File: src/rtl/serial_stream_tx_if.sv
// Bus bundle for serial_stream_tx: stream control, record-memory read port and byte-wide TX link.
interface serial_stream_tx_if #(
    parameter int DATA_L = 27,
    parameter int ADDR_W = 12
);
    logic                  start;
    logic [ADDR_W-1:0]     count;
    logic                  clear;
    logic                  busy;
    logic                  done;
    logic                  rd_en;
    logic [ADDR_W-1:0]     rd_addr;
    logic [DATA_L*8-1:0]   rd_data;
    logic                  tx_valid;
    logic [7:0]            tx_data;
    logic                  tx_ready;

    modport master (
        input  start, count, clear, rd_data, tx_ready,
        output busy, done, rd_en, rd_addr, tx_valid, tx_data
    );

    modport slave (
        output start, count, clear, rd_data, tx_ready,
        input  busy, done, rd_en, rd_addr, tx_valid, tx_data
    );
endinterface

File: src/rtl/serial_stream_tx.sv
// Serializes records from a synchronous-read memory as 0x01 + DATA_L payload bytes (LSB first),
// optionally preceded by a 0x02 reset-list command.
module serial_stream_tx #(
    parameter int DATA_L = 27,
    parameter int ADDR_W = 12
) (
    input logic                clk,
    input logic                rst,
    serial_stream_tx_if.master bus
);
    localparam int REC_W = DATA_L * 8;
    localparam int CNT_W = (DATA_L > 1) ? $clog2(DATA_L) : 1;

    typedef enum logic [2:0] {
        S_IDLE, S_RST, S_FETCH, S_LOAD, S_HDR, S_DATA, S_FIN
    } state_t;

    state_t              state, state_n;
    logic [ADDR_W-1:0]   remaining, remaining_n;
    logic [ADDR_W-1:0]   index, index_n;
    logic [CNT_W-1:0]    bcnt, bcnt_n;
    logic [REC_W-1:0]    shreg, shreg_n;
    logic                busy_q, busy_n;
    logic                done_q, done_n;
    logic                rd_en_q, rd_en_n;
    logic [ADDR_W-1:0]   rd_addr_q, rd_addr_n;
    logic                tx_valid_q, tx_valid_n;
    logic [7:0]          tx_data_q, tx_data_n;
    logic                xfer;

    always_comb begin
        state_n     = state;
        remaining_n = remaining;
        index_n     = index;
        bcnt_n      = bcnt;
        shreg_n     = shreg;
        rd_addr_n   = rd_addr_q;
        tx_data_n   = tx_data_q;
        xfer        = tx_valid_q && bus.tx_ready;

        case (state)
            S_IDLE: begin
                if (bus.start) begin
                    remaining_n = bus.count;
                    index_n     = '0;
                    if (bus.clear)
                        state_n = S_RST;
                    else if (bus.count != '0)
                        state_n = S_FETCH;
                    else
                        state_n = S_FIN;
                end
            end
            S_RST: begin
                if (xfer)
                    state_n = (remaining != '0) ? S_FETCH : S_FIN;
            end
            S_FETCH: state_n = S_LOAD;
            S_LOAD: begin
                shreg_n = bus.rd_data;
                state_n = S_HDR;
            end
            S_HDR: begin
                if (xfer) begin
                    bcnt_n  = CNT_W'(DATA_L - 1);
                    state_n = S_DATA;
                end
            end
            S_DATA: begin
                if (xfer) begin
                    shreg_n = shreg >> 8;
                    if (bcnt == '0) begin
                        index_n     = index + ADDR_W'(1);
                        remaining_n = remaining - ADDR_W'(1);
                        state_n     = (remaining_n != '0) ? S_FETCH : S_FIN;
                    end else begin
                        bcnt_n = bcnt - CNT_W'(1);
                    end
                end
            end
            S_FIN:   state_n = S_IDLE;
            default: state_n = S_IDLE;
        endcase

        // Outputs are registered, so they are decoded from the next state rather than the current one.
        busy_n     = (state_n != S_IDLE);
        done_n     = (state_n == S_FIN);
        rd_en_n    = (state_n == S_FETCH);
        tx_valid_n = (state_n == S_RST) || (state_n == S_HDR) || (state_n == S_DATA);
        if (state_n == S_FETCH)
            rd_addr_n = index_n;
        case (state_n)
            S_RST:   tx_data_n = 8'h02;
            S_HDR:   tx_data_n = 8'h01;
            S_DATA:  tx_data_n = shreg_n[7:0];
            default: tx_data_n = tx_data_q;
        endcase
    end

    always_ff @(posedge clk or posedge rst) begin
        if (rst) begin
            state      <= S_IDLE;
            remaining  <= '0;
            index      <= '0;
            bcnt       <= '0;
            shreg      <= '0;
            busy_q     <= 1'b0;
            done_q     <= 1'b0;
            rd_en_q    <= 1'b0;
            rd_addr_q  <= '0;
            tx_valid_q <= 1'b0;
            tx_data_q  <= '0;
        end else begin
            state      <= state_n;
            remaining  <= remaining_n;
            index      <= index_n;
            bcnt       <= bcnt_n;
            shreg      <= shreg_n;
            busy_q     <= busy_n;
            done_q     <= done_n;
            rd_en_q    <= rd_en_n;
            rd_addr_q  <= rd_addr_n;
            tx_valid_q <= tx_valid_n;
            tx_data_q  <= tx_data_n;
        end
    end

    assign bus.busy     = busy_q;
    assign bus.done     = done_q;
    assign bus.rd_en    = rd_en_q;
    assign bus.rd_addr  = rd_addr_q;
    assign bus.tx_valid = tx_valid_q;
    assign bus.tx_data  = tx_data_q;
endmodule

File: src/flat_wrapper.sv
// flat-port wrapper written by rule: the top's interface ports become plain ports
module serial_stream_tx_flat 
#(
    parameter int DATA_L = 27,
    parameter int ADDR_W = 12
)
  (clk, rst, bus_start, bus_count, bus_clear, bus_rd_data, bus_tx_ready, bus_busy, bus_done, bus_rd_en, bus_rd_addr, bus_tx_valid, bus_tx_data);
  serial_stream_tx_if #(.DATA_L(DATA_L), .ADDR_W(ADDR_W)) bus_i ();
  input logic clk;
  input logic rst;
  input wire logic [$bits(bus_i.start)-1:0] bus_start;
  input wire logic [$bits(bus_i.count)-1:0] bus_count;
  input wire logic [$bits(bus_i.clear)-1:0] bus_clear;
  input wire logic [$bits(bus_i.rd_data)-1:0] bus_rd_data;
  input wire logic [$bits(bus_i.tx_ready)-1:0] bus_tx_ready;
  output wire logic [$bits(bus_i.busy)-1:0] bus_busy;
  output wire logic [$bits(bus_i.done)-1:0] bus_done;
  output wire logic [$bits(bus_i.rd_en)-1:0] bus_rd_en;
  output wire logic [$bits(bus_i.rd_addr)-1:0] bus_rd_addr;
  output wire logic [$bits(bus_i.tx_valid)-1:0] bus_tx_valid;
  output wire logic [$bits(bus_i.tx_data)-1:0] bus_tx_data;
  assign bus_i.start = bus_start;
  assign bus_i.count = bus_count;
  assign bus_i.clear = bus_clear;
  assign bus_i.rd_data = bus_rd_data;
  assign bus_i.tx_ready = bus_tx_ready;
  assign bus_busy = bus_i.busy;
  assign bus_done = bus_i.done;
  assign bus_rd_en = bus_i.rd_en;
  assign bus_rd_addr = bus_i.rd_addr;
  assign bus_tx_valid = bus_i.tx_valid;
  assign bus_tx_data = bus_i.tx_data;
  serial_stream_tx #(.DATA_L(DATA_L), .ADDR_W(ADDR_W)) u_core (.clk(clk), .rst(rst), .bus(bus_i));
endmodule
File: config.mk
export PLATFORM = sky130hd
export DESIGN_NAME = serial_stream_tx_flat
export DESIGN_NICKNAME = d
export VERILOG_FILES = /design/src/rtl/serial_stream_tx_if.sv /design/src/rtl/serial_stream_tx.sv /design/src/flat_wrapper.sv
export SDC_FILE = /design/constraint.sdc
export NUM_CORES = 1
export LEC_CHECK = 0
export CAP_MARGIN = 25
export CELL_PAD_IN_SITES_DETAIL_PLACEMENT = 1
export CELL_PAD_IN_SITES_GLOBAL_PLACEMENT = 1
export CORE_UTILIZATION = 52
export CTS_CLUSTER_DIAMETER = 50
export DETAILED_ROUTE_END_ITERATION = 16
export DONT_BUFFER_PORTS = 1
export PLACE_DENSITY_LB_ADDON = 0.1
export SYNTH_ARGS = -nofsm -noshare
export SYNTH_HDL_FRONTEND = slang
export SYNTH_SLANG_ARGS = --single-unit
File: constraint.sdc
create_clock -name clk -period 17.8 [get_ports clk]
set_input_delay 0.89 -clock clk [delete_from_list [all_inputs] [get_ports clk]]
set_output_delay 0.89 -clock clk [all_outputs]
set_load 0.05 [all_outputs]
==> metrics.md <==
| Metric | Value |
|---|---|
| R2R cell count | `10` |
| CP endpoint kind | `flop` |
| Max-slew violations | `0` |
| Async set-reset flop share out of synthesis | `100%` |
| Starting Density | `53.0%` |
| Hold slack | `384 ps` |
| H-tree depth | `2` |
| WP data arrival | `3770 ps` |
| Vias in the first global route | `9892` |
| Reg-to-reg startpoint | `u_core.bus.tx_valid` |
| CTS Sinks | `272` |
| Post-synthesis mux area share | `1.44%` |
| Clk_skew | `20.5 ps` |
| Commonest non-fill, non-tap cell in the layout | `nand2_1` |
| Post-synth cell types | `59` |
| Residual DRC | `0` |
| RSZ-0062 raised after global routing | `no` |
| Most frequent cells in the layout | `nand2_1 (455), dfrtp_1 (272), a22oi_1 (208), clkbuf_16 (37), o21ai_0 (29)` |
| CTS tree | `done` |
| Filler cell count | `2458` |
| Fin. Hold Viols | `0` |
| Critical Path Start Type | `flop` |
| Crit Path Max Fanout | `100` |
| Fin Setup TNS | `0 ps` |
| DR pass1 iterations | `5` |
| Post-route minimum period | `3350 ps` |
| Largest family of logic cells by synthesized area | `simple AND/OR/NAND/NOR gates` |
| Status | `complete, no violations` |
| Initial antenna violation count | `4` |
| Largest net degree at the start of global routing | `135` |
| Simple-gate area share of the yosys netlist | `19.0%` |
| Cell Area, Placed | `0.0121 sq mm` |
| Synthesized-area fraction occupied by adder cells | `0.418%` |
| Cells after Synth | `1242` |
| # setup viols final | `0` |
| Post-synth EDFFs | `0` |
| Post-DP HPWL | `21.4 mm` |
| Flop pwr share | `46.2%` |
| Req. time, crit path | `18230 ps` |
| Combinational Power Share | `23.1%` |
| WL/cell | `22.1 microns` |
| Syn-to-layout area delta | `12.1%` |
| Part of the power in the clock network | `30.7%` |
| DIE HEIGHT | `154 microns` |
| Mapped Area | `0.0120 sq mm` |
| Post-DRT Antenna Nets | `0` |
| Final instance area | `0.0134 sq mm` |
| Postcts setup bufs | `0` |
| Clk buf depth | `3` |
| Static Leak | `0.00649 uW` |
| Core Area | `0.0226 sq mm` |
| Die Area | `0.0236 sq mm` |
| Worst min path class | `in2async` |
| Vias post-DR | `9287` |
| Port bufs | `0` |
| Syn avg cell area | `9.63 sq um` |
| M1 GR Usage | `36.0%` |
| Ys flop type | `dfrtp_1` |
| Via density | `6.11` |
| Site Rows | `55` |
| Gr busiest metal | `met2` |
| Yosys warnings | `0` |
| Gr ovfl total | `0` |
| Post-synthesis sequential area ratio | `56.9%` |
| Post-Syn Nets | `1479` |
| Hold_buf cts | `0` |
| Final period util | `18.8%` |
| Met3 Use GR | `8.99%` |
| Inserted Clock Buffers | `36` |
| Die X-Extent | `154 microns` |
| GP Congestion | `0.838` |
| Worst rel slew slack | `31.5%` |
| Worst-Skew Late Latency | `510 ps` |
| Worst setup path start | `u_core.bus.tx_valid` |
| Share of cells above drive strength 1 | `8.69%` |
| Psw | `864 uW` |
| CTS Root Cell | `clkbuf_16` |
| PwrDens | `178 mW/mm^2` |
| Post-cts sizing count | `0` |
| Clock Pin Slew Worst Setup and Hold Paths | `60 ps` |
| FMAX | `299 MHz` |
| Crit Path Class | `reg2reg` |
| Iter 0 DRT Violations | `585` |
| Synth Area in Compound Gates | `18.5%` |
| Synth Area in XOR/XNOR | `0.366%` |
| I/O pin cnt | `257` |
| DRT Wirelength | `33.6 mm` |
| Final nets | `1444` |
| Max-Cap Viols | `0` |
| Internal power | `1520 uW` |
| First-pass GRT wire length | `53.4 mm` |
| Switch share | `36.2%` |
| Total Routing Usage GR | `28.6%` |
| Met2 usage | `45.4%` |
| Max VDD drop | `0.0000925 V` |
| Register bit count reported by yosys | `272` |
| Worst Tran Pin Value | `1030 ps` |
==> worst max-delay path, stage by stage, from the launching register on <==
cell,delay [ps]
dfrtp_1,710
nand2_1,370
nor2_4,220
buf_4,210
buf_16,340
buf_4,380
buf_16,340
a22o_1,190
a21oi_1,50
a21oi_1,190
a22o_1,160
==> registers in the layout (all words and copies together), names as in the netlist, 3 cells and up <==
name,cells
u_core.index,12
u_core.bcnt,5
u_core.bus.rd_addr,12
u_core.remaining,12
u_core.shreg,216
u_core.state,3
u_core.bus.tx_data,8
==> final timing paths <==
check	to	slack, ps
min	u_core.shreg[85]	380
max	u_core.bus.tx_data[0]	14460
min in group clk	u_core.shreg[20]	470
max in group asynchronous	u_core.shreg[23]	15430
max reg2reg	u_core.bus.tx_data[0]	14460
min reg2reg	u_core.shreg[20]	470
==> through the flow <==
step           worst slack [ps]  util (%)  instances  power [uW]
5_1_grt                   14280      59.4       1519        2530
4_1_cts                   14110      59.0       1514        2400
3_3_place_gp              13850      53.4       1449        1600
6_report                  14460      59.4       1521        2380
3_5_place_dp              14100      53.6       1451        1650
2_1_floorplan              9410         -       1242        1470
==> layer usage <==
layer	up-vias	part of all wire [%]
met4	2	3.8
met1	4694	41
met5	-	0.024
li1	4273	-
met3	74	7.8
met2	244	48
==> power by group through the flow <==
stage	Combinational, uW	Clock, uW	Sequential, uW
global route	635	769	1130
CTS	556	745	1100
global placement	511	0	1090
finish	551	733	1100
detailed placement	546	0	1100
floorplan	448	0	1030
==> cell usage after synthesis (all sizes together) (10+ instances only) <==
master | number | area share (%)
nand2 | 455 | 14
dfrtp | 272 | 57
a22oi | 209 | 13
clkbuf | 70 | 2.2
o21ai | 39 | 1.6
nor2 | 32 | 1.2
buf | 18 | 0.91
a21oi | 14 | 0.68
nand3 | 13 | 0.54
mux2 | 12 | 1.4
nor3 | 11 | 0.60
a22o | 10 | 0.73
==> cell type report <==
cell class | instances | area [sq um] | area share, %
clock buffers | 41 | 961 | 7.17
multi-input cells | 873 | 4770 | 35.6
well taps | 285 | 357 | 2.66
repair buffers | 15 | 213 | 1.59
flip-flops and latches | 272 | 6810 | 50.8
clock inverters | 22 | 250 | 1.87
inverters | 9 | 41.3 | 0.308
diodes | 4 | 10.0 | 0.0746
==> kinds of logic after synthesis <==
logic type / after synthesis
simple gates: 548
compound gates: 304
flops: 272
buf+inv: 97
mux: 12
xor+xnor: 5
fa+ha+maj: 4
Power figures use the tool's default switching activity.
